### config.mk
export PLATFORM = sky130hd
export DESIGN_NAME = ej32_fetch
export DESIGN_NICKNAME = d
export VERILOG_FILES = /design/src/rtl/ej32_pkg.sv /design/src/rtl/ej32_oplen.sv /design/src/rtl/ej32_fetch.sv
export SDC_FILE = /design/constraint.sdc
export NUM_CORES = 1
export LEC_CHECK = 0
export ABC_CLOCK_PERIOD_IN_PS = 4700
export CORE_MARGIN = 10
export CORE_UTILIZATION = 40
export CTS_BUF_LIST = sky130_fd_sc_hd__clkbuf_16
export CTS_CLUSTER_DIAMETER = 80
export CTS_CLUSTER_SIZE = 28
export DETAILED_ROUTE_END_ITERATION = 10
export PLACE_DENSITY = 0.66
export SLEW_MARGIN = 20
export SYNTH_ARGS = -nofsm -noshare
export SYNTH_HDL_FRONTEND = slang
export SYNTH_SLANG_ARGS = --single-unit
### constraint.sdc
create_clock -name clk -period 4.7 [get_ports clk]
set_input_delay 0.94 -clock clk [delete_from_list [all_inputs] [get_ports clk]]
set_output_delay 0.94 -clock clk [all_outputs]
set_load 0.05 [all_outputs]
### src/rtl/ej32_pkg.sv
`default_nettype none
// ============================================================================
//  Module      : ej32_pkg
//  Description : Shared eJ32 types, opcode constants and the operand-length
//                table used by the bytecode fetcher and the core decoder.
//  Revision    : 1.0 - initial release
// ============================================================================
package ej32_pkg;

    typedef logic [7:0] opcode_t;

    typedef enum logic [1:0] {
        sREQ = 2'd0,
        sOP  = 2'd1,
        sOPD = 2'd2,
        sOUT = 2'd3
    } fetch_st;

    localparam opcode_t OP_NOP            = 8'h00;
    localparam opcode_t OP_BIPUSH         = 8'h10;
    localparam opcode_t OP_SIPUSH         = 8'h11;
    localparam opcode_t OP_TABLESWITCH    = 8'haa;
    localparam opcode_t OP_LOOKUPSWITCH   = 8'hab;
    localparam opcode_t OP_JNEW           = 8'hbb;
    localparam opcode_t OP_WIDE           = 8'hc4;
    localparam opcode_t OP_MULTIANEWARRAY = 8'hc5;
    localparam opcode_t OP_IFNULL         = 8'hc6;
    localparam opcode_t OP_IFNONNULL      = 8'hc7;
    localparam opcode_t OP_DONEXT         = 8'hca;
    localparam opcode_t OP_LDI            = 8'hcb;
    localparam opcode_t OP_EXT            = 8'hcf;
    localparam opcode_t OP_GET            = 8'hd0;
    localparam opcode_t OP_PUT            = 8'hd1;
    localparam opcode_t OP_FIRST_BAD      = 8'hd2;

    // Opcodes the fetcher cannot size: variable-length switches, wide, and
    // everything above the last eJ32 extension opcode.
    function automatic logic opd_err(input opcode_t op);
        return (op inside {OP_TABLESWITCH, OP_LOOKUPSWITCH, OP_WIDE}) ||
               (op >= OP_FIRST_BAD);
    endfunction

    // Number of operand bytes following the opcode byte.
    function automatic logic [2:0] opd_len(input opcode_t op);
        logic [2:0] len;
        len = 3'd0;
        if (op inside {OP_BIPUSH, 8'h12, [8'h15:8'h19], [8'h36:8'h3a], 8'ha9,
                       8'hbc, OP_EXT, OP_GET, OP_PUT}) begin
            len = 3'd1;
        end else if (op inside {OP_SIPUSH, 8'h13, 8'h14, 8'h84, [8'h99:8'ha8],
                                [8'hb2:8'hb8], OP_JNEW, 8'hbd, 8'hc0, 8'hc1,
                                OP_IFNULL, OP_IFNONNULL, OP_DONEXT}) begin
            len = 3'd2;
        end else if (op == OP_MULTIANEWARRAY) begin
            len = 3'd3;
        end else if (op inside {8'hb9, 8'hba, 8'hc8, 8'hc9, OP_LDI}) begin
            len = 3'd4;
        end
        return len;
    endfunction

    // Opcodes whose 16-bit operand is a signed value or branch offset.
    function automatic logic opd_sext16(input opcode_t op);
        return op inside {OP_SIPUSH, [8'h99:8'ha8], OP_IFNULL, OP_IFNONNULL, OP_DONEXT};
    endfunction

endpackage
`default_nettype wire

### src/rtl/ej32_oplen.sv
`default_nettype none
// ============================================================================
//  Module      : ej32_oplen
//  Description : Combinational opcode classifier: operand length, extension
//                class and unsupported-opcode flag.
//  Revision    : 1.0 - initial release
// ============================================================================
module ej32_oplen
    import ej32_pkg::*;
(
    input  logic [7:0] i_op,
    output logic [2:0] o_len,
    output logic       o_sext8,
    output logic       o_sext16,
    output logic       o_err
);

    // Unsupported opcodes carry no operand and no extension.
    always_comb begin
        o_err    = opd_err(i_op);
        o_len    = o_err ? 3'd0 : opd_len(i_op);
        o_sext8  = !o_err && (i_op == OP_BIPUSH);
        o_sext16 = !o_err && opd_sext16(i_op);
    end

endmodule
`default_nettype wire

### src/rtl/ej32_fetch.sv
`default_nettype none
// ============================================================================
//  Module      : ej32_fetch
//  Description : Bytecode fetcher. Reads opcode and big-endian operand bytes
//                from program memory and presents one packed instruction to
//                the core; the core may redirect it at any time.
//  Revision    : 1.0 - initial release
// ============================================================================
module ej32_fetch
    import ej32_pkg::*;
#(
    parameter logic [16:0] RST_PC = 17'h0
) (
    input  logic        clk,
    input  logic        rst,
    output logic [16:0] mem_a,
    output logic        mem_rd,
    input  logic [7:0]  mem_d,
    input  logic        jmp_en,
    input  logic [16:0] jmp_a,
    input  logic        op_rdy,
    output logic        op_v,
    output logic [7:0]  op,
    output logic [31:0] opd,
    output logic [16:0] op_pc,
    output logic        op_err
);

    fetch_st     state_q, state_d;
    logic [16:0] pc_q, pc_d;
    logic [2:0]  cnt_q, cnt_d;
    opcode_t     op_q, op_d;
    logic [31:0] opd_q, opd_d;
    logic [16:0] op_pc_q, op_pc_d;
    logic        op_err_q, op_err_d;

    opcode_t     ol_op;
    logic [2:0]  ol_len;
    logic        ol_sext8, ol_sext16, ol_err;
    logic [31:0] opd_shift, opd_final;

    // The classifier sees the fresh opcode byte in sOP, the latched one after.
    assign ol_op = (state_q == sOP) ? mem_d : op_q;

    ej32_oplen u_oplen (
        .i_op     (ol_op),
        .o_len    (ol_len),
        .o_sext8  (ol_sext8),
        .o_sext16 (ol_sext16),
        .o_err    (ol_err)
    );

    // Shift in the arriving operand byte and extend it if it is the last one.
    always_comb begin
        opd_shift = {opd_q[23:0], mem_d};
        opd_final = opd_shift;
        if (ol_sext8) begin
            opd_final = {{24{opd_shift[7]}}, opd_shift[7:0]};
        end else if (ol_sext16) begin
            opd_final = {{16{opd_shift[15]}}, opd_shift[15:0]};
        end
    end

    // Fetch sequencing; a redirect overrides whatever the FSM was doing.
    always_comb begin
        state_d  = state_q;
        pc_d     = pc_q;
        cnt_d    = cnt_q;
        op_d     = op_q;
        opd_d    = opd_q;
        op_pc_d  = op_pc_q;
        op_err_d = op_err_q;
        mem_rd   = 1'b0;
        if (rst) begin
            mem_rd = 1'b0;
        end else if (jmp_en) begin
            pc_d    = jmp_a;
            cnt_d   = 3'd0;
            state_d = sREQ;
        end else begin
            case (state_q)
                sREQ: begin
                    mem_rd  = 1'b1;
                    pc_d    = pc_q + 17'd1;
                    state_d = sOP;
                end
                sOP: begin
                    op_d     = mem_d;
                    op_pc_d  = pc_q - 17'd1;
                    opd_d    = 32'd0;
                    op_err_d = ol_err;
                    cnt_d    = ol_len;
                    if (ol_len == 3'd0) begin
                        state_d = sOUT;
                    end else begin
                        mem_rd  = 1'b1;
                        pc_d    = pc_q + 17'd1;
                        state_d = sOPD;
                    end
                end
                sOPD: begin
                    cnt_d = cnt_q - 3'd1;
                    if (cnt_q > 3'd1) begin
                        opd_d  = opd_shift;
                        mem_rd = 1'b1;
                        pc_d   = pc_q + 17'd1;
                    end else begin
                        opd_d   = opd_final;
                        state_d = sOUT;
                    end
                end
                sOUT: begin
                    if (op_rdy) begin
                        state_d = sREQ;
                    end
                end
                default: state_d = sREQ;
            endcase
        end
    end

    // State and output registers with synchronous reset.
    always_ff @(posedge clk) begin
        if (rst) begin
            state_q  <= sREQ;
            pc_q     <= RST_PC;
            cnt_q    <= 3'd0;
            op_q     <= OP_NOP;
            opd_q    <= 32'd0;
            op_pc_q  <= 17'd0;
            op_err_q <= 1'b0;
        end else begin
            state_q  <= state_d;
            pc_q     <= pc_d;
            cnt_q    <= cnt_d;
            op_q     <= op_d;
            opd_q    <= opd_d;
            op_pc_q  <= op_pc_d;
            op_err_q <= op_err_d;
        end
    end

    assign mem_a  = pc_q;
    assign op_v   = (state_q == sOUT);
    assign op     = op_q;
    assign opd    = opd_q;
    assign op_pc  = op_pc_q;
    assign op_err = op_err_q;

endmodule
`default_nettype wire
Word level (Yosys, flattened, before mapping)
Cells that the tools add are included.
{"block": "totals", "regBits": 80, "in_bits": 29, "out_inout_bits": 77, "wordCells": 101}
{"block": "op_classes", "addsub": 3, "n_lt_le_gt_ge": 10, "eq_ne": 34, "n_mux": 24, "bitwise": 1, "n_reduce_logical": 22}
{"op": "8-bit equality test (second input constant)", "n": 22}
{"op": "32-bit two-way mux", "n": 3}
{"op": "32-bit case mux with 2 select lines", "n": 1}
{"op": "17-bit two-way mux", "n": 3}
{"op": "17-bit case mux with 3 select lines", "n": 1}
{"op": "8-bit by 5-bit equality test with 1-bit output (second input constant)", "n": 5}
{"op": "8-bit >= comparator (second input constant)", "n": 3}
{"op": "17-bit by 1-bit adder with 17-bit output (second input constant)", "n": 1}
{"op": "17-bit by 1-bit subtractor with 17-bit output (second input constant)", "n": 1}
{"op": "8-bit less-or-equal comparator (second input constant)", "n": 2}
{"op": "3-bit two-way mux", "n": 5}
{"op": "13-bit nonzero test", "n": 1}
{"op": "5-bit nonzero test", "n": 2}
{"op": "9-bit nonzero test", "n": 1}
{"op": "8-bit by 5-bit >= comparator with 1-bit output (second input constant)", "n": 1}
{"op": "8-bit by 6-bit >= comparator with 1-bit output (second input constant)", "n": 1}
{"op": "8-bit by 5-bit less-or-equal comparator with 1-bit output (second input constant)", "n": 1}
{"op": "8-bit by 6-bit less-or-equal comparator with 1-bit output (second input constant)", "n": 1}
{"op": "8-bit two-way mux", "n": 1}
{"op": "2-bit case mux with 4 select lines", "n": 1}
{"op": "1-bit logical AND", "n": 6}
{"op": "3-bit inequality test (second input constant)", "n": 2}
{"op": "3-bit case mux with 2 select lines", "n": 1}
{"op": "2-bit AND reduction", "n": 3}
{"op": "18 further kinds", "n": 25}

Longest topological paths before layout
Gate-level depths: netlist of run 1.
{"block": "depth", "word_depth": 14, "depth_mapped": 15, "depth_no_buf": 10}

Cells and area by module
Synthesis of run 1 repeated with hierarchy kept, for this count alone.
{"block": "unflattened", "cells_unflattened": 558, "hier_area_um2": 4404.2}
{"mod": "ej32_fetch", "instances": 1, "cells_per_inst": 497, "area_each_um2": 3978.8, "seq_area_each_um2": 1601.5}
{"mod": "ej32_oplen", "instances": 1, "cells_per_inst": 61, "area_each_um2": 425.4, "seq_area_each_um2": 0.0}

Worst setup path before layout of run 1
OpenSTA, ideal clock, no wires.
{"block": "synth_timing", "kind": "input -> output", "startpoint": "in mem_d[3]", "endpoint": "out mem_rd", "t_arrival_ns": 3.592, "t_required_ns": 3.760, "slack_ns": 0.168, "cell_stages": 9, "n_path_buf": 1, "cell_sequence": "buf_2 -> or3b_2 -> a222oi_1 -> a32oi_1 -> nand3_1 -> nor4_4 -> nand3_1 -> a221oi_1 -> nor3_1"}
{"block": "synth_via", "elab_chain_len": 13, "elab_cells_between_ends": 56, "classes_between": "order compare (9); eq/ne (27); mux (10); reduce/logical (10)"}
{"item": "start, declared", "line_no": "ej32_fetch.sv:18", "text": "input logic [7:0] mem_d,"}
{"item": "8-bit two-way mux (*)"}
{"item": "branches (longest 6 deep; another with 8-bit >= comparator)"}
{"item": "3-bit two-way mux (*)", "line_no": "ej32_oplen.sv:21", "text": "o_len = o_err ? 3'd0 : opd_len(i_op);"}
{"item": "3-bit logical NOT (*)", "line_no": "ej32_fetch.sv:93", "text": "if (ol_len == 3'd0) begin"}
{"item": "1-bit two-way mux (*)", "line_no": "ej32_fetch.sv:93"}
{"item": "1-bit case mux with 3 select lines (*)", "line_no": "ej32_fetch.sv:81", "text": "case (state_q)"}
{"item": "1-bit two-way mux (*)", "line_no": "ej32_fetch.sv:76", "text": "end else if (jmp_en) begin"}
{"item": "1-bit two-way mux (*)", "line_no": "ej32_fetch.sv:74", "text": "if (rst) begin"}
{"item": "end, declared", "line_no": "ej32_fetch.sv:17", "text": "output logic mem_rd,"}
Every way passes the cells marked *.

Final worst setup path of run 1
Same ends and word-level chain as after synthesis.

==> flow_summary.yaml, run 1 <==
timing:
  fin_crit_ns: 4.54
  period_share_pct: 96.5
  relSlewSlack_pct: 26.7
  rsz0062_at_grt: "no"
  tightest_slew_ns: 1.09
  hold_viol: 0
  maxSlewViolCount: 0
  finalSetupViolCount: 0
  final.setup_skew_ns: 0.00772
  setup_tns_ns: 0
  max_freq_mhz: 220
clocking:
  cts_root_buffer: "clkbuf_16"
  cts_tree: "done"
  clk_latency_ns: 0.35
  cts_buffers: 9
  h-tree-depth: 3
  clock_sinks: 80
  clkTransAtPathRegs_ns: 0.06
  ctsLongestPathBuffers: 2
setup_path:
  r2r-start: "state_q[1]"
  critPathMaxFanout: 10
  worst-r2r-cell-count: 12
  endpoint_kind: "output port"
  critPathLaunchType: "input port"
  cp_data_required_time_ns: 3.76
  crit_arrival_ns: 3.60
  critPathKind: "input port to output port"
  timing.critical_path.from: "mem_d[3]"
die:
  coreArea_mm2: 0.0114
  die_area_mm2: 0.0163
  start_util_pct: 40.7
  ios: 106
  row_count: 39
  fp.dieH_um: 128
  dieWidth_um: 128
drt:
  viasPerCell: 5.77
  drtAntennaViolNets: 0
  vias: 4671
  first_pass_iters: 5
  drtIter0Drc: 414
  post-route-drc-count: 0
  finalWirelength_um: 15600
  wire_per_inst_um: 19.3
cells_and_area:
  area_growth_pct: 30.8
  final_util_pct: 53.3
  num_antenna_cells: 0
  final_area_mm2: 0.00608
  stdcell_count: 809
  nets: 700
  drive_gt1_share_pct: 7.36
placement:
  dpl_cell_area_mm2: 0.00580
  gp_congestion: 0.837
  place_inst: 795
  numPortBuffers: 105
  hpwlAfterDp_um: 11400
global_routing:
  grt_overflow: 0
  grt_max_degree: 58
  grt_pass1_vias: 4417
  grt_pass1_wl_um: 24500
  antenna_found_initial: 0
  grt_usage_pct: 18.6
logic_synthesis:
  ys_warn_count: 0
  yosysSeqAreaShare_pct: 34.4
  synth_nets: 613
  synthCells: 576
  synth_common_cells: "dfxtp_1 (80), nand2_1 (60), nor2_1 (47)"
  synth_edf_count: 0
  synth_area_mm2: 0.00465
  synth_most_common_cell: "dfxtp_1"
  yosysTopAreaCellShare_pct: 34.4
  yosys_most_used_dff: "dfxtp_1"
  synth_area_leaders: "dfxtp_1 (34%), nand2_1 (4.8%), a21oi_1 (4.5%)"
  synth_area_per_cell_um2: 8.07
  ys_types: 63
  ys_ff_latch: 80
  async_flop_share_pct: 0
  synth_top_cell_by_area: "dfxtp_1"
min_path:
  min_from: "opd[14]"
  min_path_type: "flop to flop"
  min_delay_path_depth: 2
status:
  outcome: "completed"
power_and_ir_drop:
  cellLeakagePower_nw: 2.19
  ir_worst_vdd_v: 0.000275
  p_per_area_mw_per_mm2: 297
flow_run:
  drv_cap: 0
==> layout make-up <==
| cell class | instances | area, um2 |
|---|---|---|
| fill | 1110 | 5340 |
| multi-input combinational | 429 | 2760 |
| sequential | 80 | 1600 |
| timing repair buffer | 122 | 1180 |
| clock buffer | 9 | 225 |
| tap | 143 | 179 |
| inverter | 21 | 78.8 |
| clock inverter | 5 | 51.3 |
==> power by group <==
| part | total (mW) | switching (mW) | internal (mW) |
|---|---|---|---|
| clock network | 0.677 | 0.275 | 0.401 |
| logic | 0.390 | 0.243 | 0.148 |
| registers | 0.741 | 0.0389 | 0.702 |
==> layout by cell type (no fill, tap or decap), types with 10 or more instances in the layout <==
| cell | n |
|---|---|
| a31oi_1 | 10 |
| a21oi_1 | 42 |
| inv_1 | 22 |
| nor3_1 | 19 |
| dfxtp_1 | 80 |
| o21a_1 | 12 |
| nand2_1 | 60 |
| clkdlybuf4s50_1 | 103 |
| buf_4 | 17 |
| nand3_1 | 18 |
| o21ai_0 | 20 |
| nor2_1 | 46 |
| a211oi_1 | 20 |
| a221o_1 | 16 |
| xnor2_1 | 15 |
==> worst max-delay path: stages <==
cell and delay [ns]:
clkdlybuf4s50_1 0.61, and3b_1 0.33, nor2_1 0.17, o41ai_1 0.10, o32a_1 0.43, nor4_4 0.30
nand3_1 0.10, a221oi_1 0.30, nor3_1 0.11, buf_4 0.20
==> per-stage QoR <==
step	setup slack (ns)	total power, mW	hold WS, ns
4_1_cts	0.175	1.82	0.479
3_3_place_gp	0.242	1.14	0.464
2_1_floorplan	0.168	1.02	0.483
6_report	0.162	1.81	0.478
5_1_grt	0.0144	1.88	0.495
3_5_place_dp	0.178	1.14	0.472
==> path summary, 6_finish.rpt <==
| check | end | slack [ns] |
|---|---|---|
| setup / recovery | mem_rd | 0.16 |
| setup reg to reg | mem_a[10] | 1.11 |
| hold / removal | opd[14] | 0.48 |
| hold reg to reg | opd[14] | 0.48 |
==> repair_timing <==
item / 4_1_cts / 5_1_grt
buffers inserted: 0 / 0
setup endpoints to repair: 0 / 1
gates resized for setup: 0 / 1
hold buffers: 0 / 0
==> registers in the layout (all words and copies together) (netlist names) <==
| register | cells |
|---|---|
| opd | 32 |
| state_q | 2 |
| cnt_q | 3 |
| op_err | 1 |
| op | 8 |
| mem_a | 17 |
| op_pc | 17 |
==> cells by family after synthesis <==
| group | after synthesis | synth area share [%] |
|---|---|---|
| simple gates | 227 | 25.8 |
| compound gates | 161 | 24.6 |
| flops | 80 | 34.4 |
| buf+inv | 67 | 6.38 |
| xor+xnor | 20 | 3.77 |
| mux | 13 | 2.91 |
| fa+ha+maj | 8 | 2.15 |
==> routing by layer <==
layer	routed length [um]	vias to the layer above	GRT usage, %	part of all wire (%)
met5	0	-	0	0
met4	233	0	5.50	1.5
met3	906	17	5.46	5.8
met1	6970	2228	23.7	45
li1	-	2297	-	-
met2	7520	129	29.8	48
Note: power is estimated with default switching activity, not from simulation.
==> run 2, diff against run 1 <==
--- a/config.mk
+++ b/config.mk
@@ -6,6 +6,7 @@
 export NUM_CORES = 1
 export LEC_CHECK = 0
 export ABC_CLOCK_PERIOD_IN_PS = 4700
+export CORE_ASPECT_RATIO = 0.9
 export CORE_MARGIN = 10
 export CORE_UTILIZATION = 40
 export CTS_BUF_LIST = sky130_fd_sc_hd__clkbuf_16
==> run 2 against run 1 <==
Against the previous run:
- sequential share of layout area down 0.054 points
- wire length grew 2.0%
- register-to-register slack hardly changed
- global-route usage grew 0.45 points
- clock skew decreased by 0.00065 ns
- non-clock buffer count fell by 2
- combinational power about the same
- power up 0.78%
- via count up 0.62%
==> flow_summary.yaml, run 2 (synthesized netlist as in run 1, its figures left out) <==
placement:
  numPortBuffers: 105
  gp_congestion: 0.911
  hpwlAfterDp_um: 11800
  pre_cts_ws_ns: 0.0853
cells_and_area:
  area_growth_pct: 31.1
  layout_commonest_cell: "clkdlybuf4s50_1"
  num_antenna_cells: 0
  largest_reg_flops: 32
  drive_gt1_share_pct: 7.66
  nets: 698
  final_cell_mix: "clkdlybuf4s50_1 (103), dfxtp_1 (80), nand2_1 (60), nor2_1 (45), a21oi_1 (42)"
die:
  ios: 106
  fp.dieH_um: 122
  die_area_mm2: 0.0163
  start_util_pct: 40.8
  coreArea_mm2: 0.0114
  dieWidth_um: 134
  row_count: 37
setup_path:
  timing.critical_path.from: "mem_d[7]"
  endpoint_kind: "output port"
  worst-r2r-cell-count: 12
  r2r_slack_ns: 1.11
  r2r-start: "state_q[1]"
  cp_data_required_time_ns: 3.76
  crit_arrival_ns: 3.60
  worstReg2RegEnd: "mem_a[12]"
  critPathLaunchType: "input port"
  critPathMaxFanout: 10
  critPathKind: "input port to output port"
clocking:
  cts_tree: "done"
  clk_latency_ns: 0.35
  ctsHoldBuffers: 0
  ctsLongestPathBuffers: 2
  h-tree-depth: 3
  clock_sinks: 80
  cts_root_buffer: "clkbuf_16"
  clkTransAtPathRegs_ns: 0.07
  cts_buffers: 9
min_path:
  min_from: "opd[27]"
  min_path_type: "flop to flop"
  min_delay_path_depth: 1
  worst_hold_path.endpoint: "opd[27]"
power_and_ir_drop:
  ir_worst_vdd_v: 0.000195
  cellLeakagePower_nw: 2.18
  p_per_area_mw_per_mm2: 299
global_routing:
  grt_pass1_wl_um: 25200
  grt_usage_pct: 19.1
  grt_max_degree: 58
  antenna_found_initial: 0
  grt_pass1_vias: 4413
  grt_overflow: 0
drt:
  viasPerCell: 5.72
  wire_per_inst_um: 19.4
  drtIter0Drc: 444
  first_pass_iters: 5
  vias: 4700
  finalWirelength_um: 15900
  post-route-drc-count: 0
  drtAntennaViolNets: 0
timing:
  finalSetupViolCount: 0
  max_freq_mhz: 220
  hold_viol: 0
  fin_hold_ws_ns: 0.491
  final.setup_skew_ns: 0.00707
  maxSlewViolCount: 0
  tightest_slew_ns: 0.993
  period_share_pct: 96.6
  fin_ws_ns: 0.160
  relSlewSlack_pct: 33.7
  fin_crit_ns: 4.54
flow_run:
  drv_cap: 0
status:
  outcome: "completed"
## run 2: final cells by class
| class | instances | area [um2] |
|---|---|---|
| clock buffer | 9 | 225 |
| clock inverter | 7 | 60.1 |
| fill | 1126 | 5290 |
| inverter | 21 | 78.8 |
| multi-input combinational | 429 | 2770 |
| sequential | 80 | 1600 |
| tap | 156 | 195 |
| timing repair buffer | 120 | 1170 |
## run 2: critical path, cell delays in order
cell	delay, ns
clkdlybuf4s50_1	0.62
and3_1	0.31
o22ai_1	0.43
o32ai_1	0.17
nor4_2	0.40
nand3_1	0.13
a221oi_1	0.30
nor3_1	0.11
buf_4	0.20
## run 2: where the power goes
group / internal [mW] / switching [mW]
combinational: 0.147 / 0.246
sequential: 0.702 / 0.0396
clock: 0.370 / 0.318
total: 1.22 / 0.604
## run 2: per-stage QoR
| stage | area [um2] | total power, mW | setup TNS, ns | std cells | util [%] |
|---|---|---|---|---|---|
| after global placement | 5800 | 1.14 | 0 | 806 | 50.9 |
| after CTS | 6080 | 1.83 | 0 | 822 | 53.4 |
| after floorplan | 4650 | 1.02 | 0 | 576 | - |
| final | 6100 | 1.82 | 0 | 822 | 53.5 |
| after detailed placement | 5800 | 1.15 | 0 | 806 | 50.9 |
| after global routing | 6100 | 1.90 | -0.000574 | 822 | 53.5 |
## run 2: metal layers
layer	up-vias	global-route usage [%]	share of wire (%)
met5	-	0	0
li1	2294	-	-
met4	0	5.98	1.6
met1	2228	25.8	46
met3	18	3.76	5.6
met2	160	30.0	46
## run 2: worst max-delay path by stage
stage               slack, ns  endpoint  cells after the start
global placement         0.19    mem_rd                      9
finish                   0.16    mem_rd                      9
floorplan                0.17    mem_rd                      9
detailed placement       0.09    mem_rd                      9
global route          -0.0006    mem_rd                      9
CTS                      0.08    mem_rd                      9
## run 2: what timing repair did
item                                    CTS  global route
hold endpoints to repair                  0             0
gates resized for setup                   0             1
endpoints found under the setup margin    0             1
buffers inserted                          0             0
